==> src/rtl/image_pkg.sv <==
// Shared types and constants for the image pixel stage.
// The stage has a fixed two-stage pipeline and uses valid/ready handshaking on its input.
package image_pkg;

   localparam int PIX_W   = 8;
   localparam int ADDR_W  = 11;
   localparam int LATENCY = 2;

   localparam logic [1:0] MODE_PASS   = 2'd0;
   localparam logic [1:0] MODE_ADD    = 2'd1;
   localparam logic [1:0] MODE_SUB    = 2'd2;
   localparam logic [1:0] MODE_THRESH = 2'd3;

   typedef enum logic [1:0] {IDLE, RUN, DRAIN, DONE} state_t;

   function automatic logic [PIX_W-1:0] add_sat(input logic [PIX_W-1:0] c,
                                                input logic [PIX_W-1:0] v);
      logic [PIX_W:0] s;
      s = {1'b0, c} + {1'b0, v};
      return s[PIX_W] ? {PIX_W{1'b1}} : s[PIX_W-1:0];
   endfunction

   // A borrow out of the 9-bit difference means the result went negative.
   function automatic logic [PIX_W-1:0] sub_sat(input logic [PIX_W-1:0] c,
                                                input logic [PIX_W-1:0] v);
      logic [PIX_W:0] d;
      d = {1'b0, c} - {1'b0, v};
      return d[PIX_W] ? {PIX_W{1'b0}} : d[PIX_W-1:0];
   endfunction

endpackage

==> src/rtl/image_pixel_stage_point_op.sv <==
// Combinational per-pixel point operation: pass, saturating add/sub, or luma threshold.
// Zero latency; no flow control of its own.
import image_pkg::*;

module pixel_point_op (
   input  logic [1:0]       mode,
   input  logic [PIX_W-1:0] value,
   input  logic [PIX_W-1:0] threshold,
   input  logic [PIX_W-1:0] in_r,
   input  logic [PIX_W-1:0] in_g,
   input  logic [PIX_W-1:0] in_b,
   output logic [PIX_W-1:0] out_r,
   output logic [PIX_W-1:0] out_g,
   output logic [PIX_W-1:0] out_b
);

   logic [9:0] gray_sum;
   logic       hit;

   always_comb begin
      gray_sum = {2'b00, in_r} + {1'b0, in_g, 1'b0} + {2'b00, in_b};
      hit      = (gray_sum >> 2) >= {2'b00, threshold};
      out_r    = in_r;
      out_g    = in_g;
      out_b    = in_b;
      case (mode)
         MODE_ADD: begin
            out_r = add_sat(in_r, value);
            out_g = add_sat(in_g, value);
            out_b = add_sat(in_b, value);
         end
         MODE_SUB: begin
            out_r = sub_sat(in_r, value);
            out_g = sub_sat(in_g, value);
            out_b = sub_sat(in_b, value);
         end
         MODE_THRESH: begin
            out_r = hit ? 8'hFF : 8'h00;
            out_g = hit ? 8'hFF : 8'h00;
            out_b = hit ? 8'hFF : 8'h00;
         end
         default: ;
      endcase
   end

endmodule

==> src/rtl/image_pixel_stage.sv <==
// Frame-sequenced RGB point-operation stage feeding the BMP writer; 2-cycle input-to-output latency.
// in_ready is high only while RUN; the output side has no backpressure and holds data across bubbles.
import image_pkg::*;

module image_pixel_stage #(
   parameter int WIDTH  = 768,
   parameter int HEIGHT = 512
) (
   input  logic              HCLK,
   input  logic              HRESET,
   input  logic              start,
   input  logic [31:0]       width,
   input  logic [31:0]       height,
   input  logic [1:0]        mode,
   input  logic [7:0]        value,
   input  logic [7:0]        threshold,
   input  logic              in_valid,
   output logic              in_ready,
   input  logic [7:0]        in_R,
   input  logic [7:0]        in_G,
   input  logic [7:0]        in_B,
   output logic [7:0]        DATA_WRITE_R,
   output logic [7:0]        DATA_WRITE_G,
   output logic [7:0]        DATA_WRITE_B,
   output logic [ADDR_W-1:0] row,
   output logic [ADDR_W-1:0] col,
   output logic              out_valid,
   output logic              busy,
   output logic              frame_done
);

   state_t            state, state_nxt;
   logic [1:0]        cfg_mode;
   logic [PIX_W-1:0]  cfg_value, cfg_thresh;
   logic [ADDR_W-1:0] last_col, last_row;
   logic [ADDR_W-1:0] in_col, in_row;
   logic              hs, start_ok, last_px;

   logic              s1_valid;
   logic [PIX_W-1:0]  s1_r, s1_g, s1_b;
   logic [ADDR_W-1:0] s1_row, s1_col;
   logic [PIX_W-1:0]  op_r, op_g, op_b;

   assign start_ok = start && (state == IDLE)
                     && (width != 32'd0) && (height != 32'd0)
                     && (width <= 32'(WIDTH)) && (height <= 32'(HEIGHT));
   assign hs       = in_valid && in_ready;
   assign last_px  = hs && (in_row == last_row) && (in_col == last_col);

   assign in_ready   = (state == RUN);
   assign busy       = (state != IDLE);
   assign frame_done = (state == DONE);

   always_ff @(posedge HCLK or posedge HRESET) begin
      if (HRESET) state <= IDLE;
      else        state <= state_nxt;
   end

   // DRAIN leaves once stage 1 is empty: the edge that takes us to DONE also empties stage 2.
   always_comb begin
      state_nxt = state;
      case (state)
         IDLE:    if (start_ok) state_nxt = RUN;
         RUN:     if (last_px)  state_nxt = DRAIN;
         DRAIN:   if (!s1_valid) state_nxt = DONE;
         DONE:    state_nxt = IDLE;
         default: state_nxt = IDLE;
      endcase
   end

   always_ff @(posedge HCLK or posedge HRESET) begin
      if (HRESET) begin
         cfg_mode   <= MODE_PASS;
         cfg_value  <= '0;
         cfg_thresh <= '0;
         last_col   <= '0;
         last_row   <= '0;
         in_col     <= '0;
         in_row     <= '0;
      end else if (start_ok) begin
         cfg_mode   <= mode;
         cfg_value  <= value;
         cfg_thresh <= threshold;
         last_col   <= width[ADDR_W-1:0] - 11'd1;
         last_row   <= height[ADDR_W-1:0] - 11'd1;
         in_col     <= '0;
         in_row     <= '0;
      end else if (hs) begin
         if (in_col == last_col) begin
            in_col <= '0;
            in_row <= in_row + 11'd1;
         end else begin
            in_col <= in_col + 11'd1;
         end
      end
   end

   pixel_point_op u_op (
      .mode      (cfg_mode),
      .value     (cfg_value),
      .threshold (cfg_thresh),
      .in_r      (s1_r),
      .in_g      (s1_g),
      .in_b      (s1_b),
      .out_r     (op_r),
      .out_g     (op_g),
      .out_b     (op_b)
   );

   always_ff @(posedge HCLK or posedge HRESET) begin
      if (HRESET) begin
         s1_valid     <= 1'b0;
         s1_r         <= '0;
         s1_g         <= '0;
         s1_b         <= '0;
         s1_row       <= '0;
         s1_col       <= '0;
         out_valid    <= 1'b0;
         DATA_WRITE_R <= '0;
         DATA_WRITE_G <= '0;
         DATA_WRITE_B <= '0;
         row          <= '0;
         col          <= '0;
      end else begin
         s1_valid  <= hs;
         out_valid <= s1_valid;
         if (hs) begin
            s1_r   <= in_R;
            s1_g   <= in_G;
            s1_b   <= in_B;
            s1_row <= in_row;
            s1_col <= in_col;
         end
         if (s1_valid) begin
            DATA_WRITE_R <= op_r;
            DATA_WRITE_G <= op_g;
            DATA_WRITE_B <= op_b;
            row          <= s1_row;
            col          <= s1_col;
         end
      end
   end

endmodule

==> config.mk <==
export PLATFORM = sky130hd
export DESIGN_NAME = image_pixel_stage
export DESIGN_NICKNAME = d
export VERILOG_FILES = /design/src/rtl/image_pkg.sv /design/src/rtl/image_pixel_stage_point_op.sv /design/src/rtl/image_pixel_stage.sv
export SDC_FILE = /design/constraint.sdc
export NUM_CORES = 1
export LEC_CHECK = 0
export ABC_AREA = 1
export CAP_MARGIN = 20
export CORE_MARGIN = 5
export CORE_UTILIZATION = 55
export CTS_CLUSTER_DIAMETER = 40
export CTS_CLUSTER_SIZE = 10
export DETAILED_ROUTE_END_ITERATION = 8
export PLACE_DENSITY = 0.81
export SETUP_SLACK_MARGIN = 0.4
export SYNTH_ARGS = -nofsm -noshare
export SYNTH_HDL_FRONTEND = slang
export SYNTH_SLANG_ARGS = --single-unit
==> constraint.sdc <==
create_clock -name HCLK -period 8.8 [get_ports HCLK]
set_input_delay 1.32 -clock HCLK [delete_from_list [all_inputs] [get_ports HCLK]]
set_output_delay 1.32 -clock HCLK [all_outputs]
set_load 0.05 [all_outputs]
==> flow_summary_export.csv, run 1 <==
group,metric,value,unit
logic_synthesis,avgSynthCellArea,7.22,um^2
setup_path,crit_path_end_kind,"register",
clock_tree,cts_resized,0,
place,port_buffers,159,
sta,fmax,209,MHz
floorplan,fp-row-count,52,
min_path,min_path_type,"reg -> reg",
setup_path,r2r_slack,4010,ps
finish,mostFrequentLayoutCells,"nand2_1 (480), inv_1 (203), clkdlybuf4s50_1 (159), dfrtp_1 (158), nand3_1 (105)",
run,maxCapViolCount,0,
grt,gr-usage-all-layers,26.3,%
drt,ant_nets,0,
sta,tns,0,ps
setup_path,crit_arrival,5120,ps
logic_synthesis,synth_cell_types,45,
clock_tree,post-cts-setup-buffer-count,0,
clock_tree,root_buffer,"clkbuf_16",
setup_path,rr_worst_depth,23,
setup_path,worstSetupStartpointType,"register",
setup_path,rr_endpoint,"DATA_WRITE_B[6]",
clock_tree,path_clk_slew,70,ps
clock_tree,cts_hold_buf,0,
logic_synthesis,netlist_instances,1537,
setup_path,cp_max_fo,14,
drt,wire_per_inst,15.7,um
sta,slew_headroom,30.8,%
grt,antenna_found_initial,0,
finish,antenna_cells,0,
clock_tree,cts_tree,"built",
finish,nets,1862,
finish,syn_to_final_growth,20.7,%
clock_tree,cts_buffer_depth,2,
pwr,leakagePower,6.84,nW
setup_path,crit_end,"DATA_WRITE_B[6]",
place,dp_hpwl,22900,um
sta,min_period,4790,ps
sta,max_slew.worst_pin.slew,1040,ps
floorplan,start_util,55.4,%
clock_tree,cts_htree_levels,4,
setup_path,timing.rr.start,"s1_r[1]",
clock_tree,cts_buffers,17,
setup_path,required,9130,ps
drt,routed_wl,30600,um
drt,first_iter_violations,911,
floorplan,dieArea,23100,um^2
status,status,"finished clean",
floorplan,core_area,20000,um^2
floorplan,chipWidth,152,um
logic_synthesis,syn_area,11100,um^2
grt,grt_max_degree,82,
sta,finalSetupViolations,0,
grt,grt_pass1_wl,49900,um
finish,drive_gt1_share,4.71,%
grt,grt-ovfl-total,0,
drt,route.detailed.drc,0,
drt,vias,10340,
sta,grt_setup_unrepaired,"no",
place,gp_congestion,0.980,
pwr,peakVddDrop,0.426,mV
sta,skew,13.8,ps
clock_tree,clock_latency,440,ps
floorplan,dieHeight,152,um
sta,maxSlewViolCount,0,
logic_synthesis,ys_warn_count,0,
clock_tree,cts.sinks,158,
logic_synthesis,synth_edf_count,0,
sta,period_share,54.4,%
finish,final_common_cell,"nand2_1",
setup_path,critical_path.startpoint,"s1_r[1]",
setup_path,critical_path_class,"reg -> reg",
pwr,report.power.total,3.77,mW
logic_synthesis,synth_ff_type,"dfrtp_1",
sta,hold_violations,0,
drt,drt_first_pass_iters,5,
logic_synthesis,ys_async_sr_fraction,100,%
drt,post_drt_via_cell_ratio,5.31,
logic_synthesis,synth.net_count,1733,
logic_synthesis,yosysSeqAreaShare,35.6,%
pwr,powerDensity,281,nW/um^2
logic_synthesis,ys_ff_latch,158,
floorplan,io_pins,160,
grt,grt_pass1_vias,9885,
per-layer routing:
metal | wire length [um] | global-route usage (%)
met1 | 13800 | 36.5
met2 | 13800 | 41.4
met3 | 2450 | 5.57
met4 | 637 | 8.48
met5 | 0 | 0
worst min-delay path by stage:
stage / startpoint / endpoint / slack (ps) / cells past startpoint
final: row[3] / row[3] / 470 / 2
after detailed placement: row[3] / row[3] / 460 / 2
after CTS: row[3] / row[3] / 480 / 2
after global routing: row[5] / row[5] / 490 / 2
after global placement: col[1] / col[1] / 460 / 2
after floorplan: s1_valid / out_valid / 350 / 0
critical path, stage by stage (launching register included):
cell and delay [ps]:
dfrtp_1 420, inv_1 140, fa_1 570, nor3_1 90
fa_1 420, nand3_1 100, nand3_1 100, a21o_1 180
a21oi_1 190, nor2_1 60, o21ai_0 150, nand2_1 70
ha_1 280, nand2_1 60, inv_1 30, nor2_1 110
o21a_1 130, nand3_1 70, nand2_1 60, nand2_1 380
inv_1 700, nand3_1 190, nand2_1 110, nand2_1 50
synthesized netlist by cell type (all sizes together), types with 12 or more instances:
master | number | share of area, %
a21oi | 64 | 3.0
buf | 28 | 1.5
clkbuf | 27 | 0.92
dfrtp | 158 | 36
fa | 14 | 2.5
ha | 72 | 8.1
inv | 213 | 7.2
nand2 | 481 | 16
nand3 | 118 | 6.0
nand4 | 29 | 1.7
nor2 | 110 | 4.1
nor3 | 14 | 0.63
o21ai | 104 | 4.8
or2 | 12 | 0.68
xnor2 | 15 | 1.2
xor2 | 49 | 3.9
logic make-up after synthesis:
| logic type | Yosys count | synth area share, % |
|---|---|---|
| DFF | 158 | 35.6 |
| adders and majority gates | 86 | 10.6 |
| xor gates and xnor gates | 64 | 5.05 |
| AOI/OAI and AO/OA | 184 | 8.87 |
| buffers and inverters | 269 | 9.68 |
| and+or+nand+nor | 776 | 30.1 |
layout make-up:
class                      instances  area [um^2]
fill                            1783         6650
tap                              270          338
sequential                       158         3950
clock inverter                    14          144
multi-input combinational       1110         6070
timing repair buffer             165         1640
inverter                         214          808
clock buffer                      18          439
registers in the layout, summed over array words and instances (netlist names), 11 cells and up:
signal,flops
col,11
in_col,11
in_row,11
last_col,11
last_row,11
row,11
s1_col,11
s1_row,11
where the power goes:
group          switching, mW  internal, mW  total, mW
clock network          0.337         0.408      0.746
logic                   1.49         0.652       2.14
registers             0.0831         0.796      0.879
per-stage QoR:
stage | utilization, % | hold slack, ps | cells | setup slack (ps) | cell area [um^2]
global placement | 63.9 | 456 | 1917 | 4380 | 12800
detailed placement | 63.9 | 458 | 1917 | 4180 | 12800
CTS | 66.8 | 475 | 1949 | 4200 | 13400
global route | 66.8 | 494 | 1949 | 3700 | 13400
finish | 66.8 | 471 | 1949 | 4010 | 13400
floorplan | - | 352 | 1537 | 3220 | 11100
Note: power is estimated with default switching activity, not from simulation.
==> run 2, diff against run 1 <==
Settings changed: CORE_UTILIZATION 55 to 51, PLACE_DENSITY 0.81 to 0.79.
Clock period 8.8 ns to 4.3 ns, I/O delays scaled along.
==> run 2 against run 1 <==
- global-route usage fell by 1.2 points
- clock skew rose by 0.74 ps
- critical endpoint is now DATA_WRITE_B[7]
- sequential power rose by 100%
- combinational power rose by 120%
- largest power group unchanged
- non-clock buffer count rose by 6
==> flow_summary_export.csv, run 2 (synthesis results as in run 1) <==
group,metric,value,unit
drt,ant_nets,0,
sta,min_period,3760,ps
pwr,power_switching,3.96,mW
min_path,min_path_type,"reg -> reg",
pwr,p_comb_share,58.8,%
finish,fill_cells,1929,
grt,grt-ovfl-total,0,
clock_tree,cts.sinks,158,
floorplan,start_util,51.3,%
finish,final_util,62.5,%
clock_tree,path_clk_slew,80,ps
sta,maxSlewViolCount,0,
setup_path,critical_path_class,"reg -> reg",
place,gp_congestion,0.959,
pwr,seq_power_share,22.0,%
finish,syn_to_final_growth,21.7,%
floorplan,dieArea,24800,um^2
status,status,"finished clean",
grt,grt_max_degree,159,
finish,antenna_cells,0,
sta,grt_setup_unrepaired,"yes",
clock_tree,cts_buffers,17,
clock_tree,cts_buffer_depth,2,
drt,post_drt_via_cell_ratio,5.28,
drt,routed_wl,30400,um
sta,hold_violations,0,
pwr,powerDensity,602,nW/um^2
clock_tree,root_buffer,"clkbuf_16",
sta,layout_setup_ws,542,ps
finish,mostFrequentLayoutCells,"nand2_1 (480), inv_1 (201), clkdlybuf4s50_1 (159), dfrtp_1 (158), nand3_1 (104)",
pwr,peakVddDrop,0.933,mV
finish,nets,1868,
sta,finalSetupViolations,0,
place,dp_slack,442,ps
sta,max_slew.worst_pin.slew,1030,ps
sta,period_share,87.4,%
setup_path,worstSetupStartpointType,"register",
floorplan,io_pins,160,
setup_path,required,4630,ps
setup_path,crit_path_end_kind,"register",
pwr,leakagePower,6.86,nW
sta,tns,0,ps
grt,grt_pass1_vias,9994,
drt,drt_first_pass_iters,6,
grt,antenna_found_initial,0,
setup_path,crit_arrival,4090,ps
sta,slew_headroom,31.3,%
floorplan,chipWidth,158,um
floorplan,dieHeight,158,um
clock_tree,clock_latency,440,ps
finish,final_common_cell,"nand2_1",
pwr,switching_share,48.8,%
place,dp_hpwl,23100,um
drt,vias,10373,
clock_tree,cts_tree,"built",
clock_tree,cts_htree_levels,4,
drt,first_iter_violations,966,
run,maxCapViolCount,0,
drt,wire_per_inst,15.5,um
pwr,internal_power,4.16,mW
sta,skew,14.6,ps
grt,gr-usage-all-layers,25.1,%
floorplan,fp-row-count,54,
finish,drive_gt1_share,5.34,%
place,port_buffers,159,
finish,seq_area,3950,um^2
floorplan,core_area,21600,um^2
pwr,power_frac_clock,19.2,%
finish,multi_input_area,6080,um^2
setup_path,cp_max_fo,10,
sta,fmax,266,MHz
grt,grt_pass1_wl,49600,um
drt,route.detailed.drc,0,
[run 2: cell count changes in the layout (fill, tap and decap cells not counted), sizes merged]
cell | before | now
buf | 6 | 12
clkbuf | 18 | 17
clkinv | 4 | 5
clkinvlp | 0 | 3
inv | 223 | 220
[run 2: metal layers]
layer / GRT usage (%) / vias up / part of all wire, %
li1: - / 5106 / -
met1: 33.6 / 4747 / 43
met2: 40.0 / 448 / 45
met3: 5.77 / 72 / 8.2
met4: 9.14 / 0 / 3.3
met5: 0 / - / 0
[run 2: worst paths after layout]
kind                          from         endpoint  slack [ps]  depth (start not counted)
setup / recovery           s1_r[1]  DATA_WRITE_B[7]         540                         24
hold / removal              row[7]           row[7]         470                          2
setup reg to reg           s1_r[1]  DATA_WRITE_B[7]         540                         24
hold reg to reg             row[7]           row[7]         470                          2
max in group asynchronous   HRESET          s1_g[4]        2800                          3
min in group asynchronous   HRESET    cfg_thresh[6]         720                          3
[run 2: power by group through the flow]
| stage | clock, mW | sequential [mW] | combinational [mW] |
|---|---|---|---|
| after floorplan | 0 | 1.99 | 2.82 |
| after global placement | 0 | 1.80 | 4.45 |
| after detailed placement | 0 | 1.81 | 4.58 |
| after CTS | 1.58 | 1.79 | 4.65 |
| after global routing | 1.65 | 1.81 | 5.18 |
| final | 1.56 | 1.78 | 4.78 |
[run 2: repair_timing]
action                     4_1_cts  5_1_grt
hold buffers                     0        0
setup buffers                    0        2
gates resized for setup          0        5
setup endpoints to repair        0       24
hold endpoints to repair         0        0
[run 2: metrics by stage]
stage | cells | area (um^2) | power (mW) | hold WS [ps]
floorplan | 1537 | 11100 | 4.81 | 352
global placement | 1931 | 12900 | 6.25 | 455
detailed placement | 1931 | 12900 | 6.39 | 460
CTS | 1963 | 13500 | 8.02 | 476
global route | 1965 | 13500 | 8.64 | 504
finish | 1965 | 13500 | 8.13 | 472
[run 2: final cells by class]
class / instances / share of cell area, %
clock buffers: 17 / 3.15
flip-flops and latches: 158 / 29.3
well taps: 280 / 2.59
inverters: 214 / 5.98
repair buffers: 171 / 12.5
multi-input cells: 1110 / 45.0
clock inverters: 15 / 1.41
[run 2: worst max-delay path: stages (launching register included)]
cell,delay (ps)
dfrtp_1,400
inv_2,90
fa_1,530
nor3_1,80
fa_2,360
nand3_1,120
nand3_2,100
a21o_1,190
a21oi_2,170
nor2_1,60
o21ai_0,160
nand2_1,80
ha_1,280
nand2_1,60
inv_1,30
nor2_1,140
o21a_1,140
nand3_1,70
nand2_1,60
nand2_1,60
buf_4,190
nor2_1,100
nand2_1,60
nand2_1,60
nand2_1,60
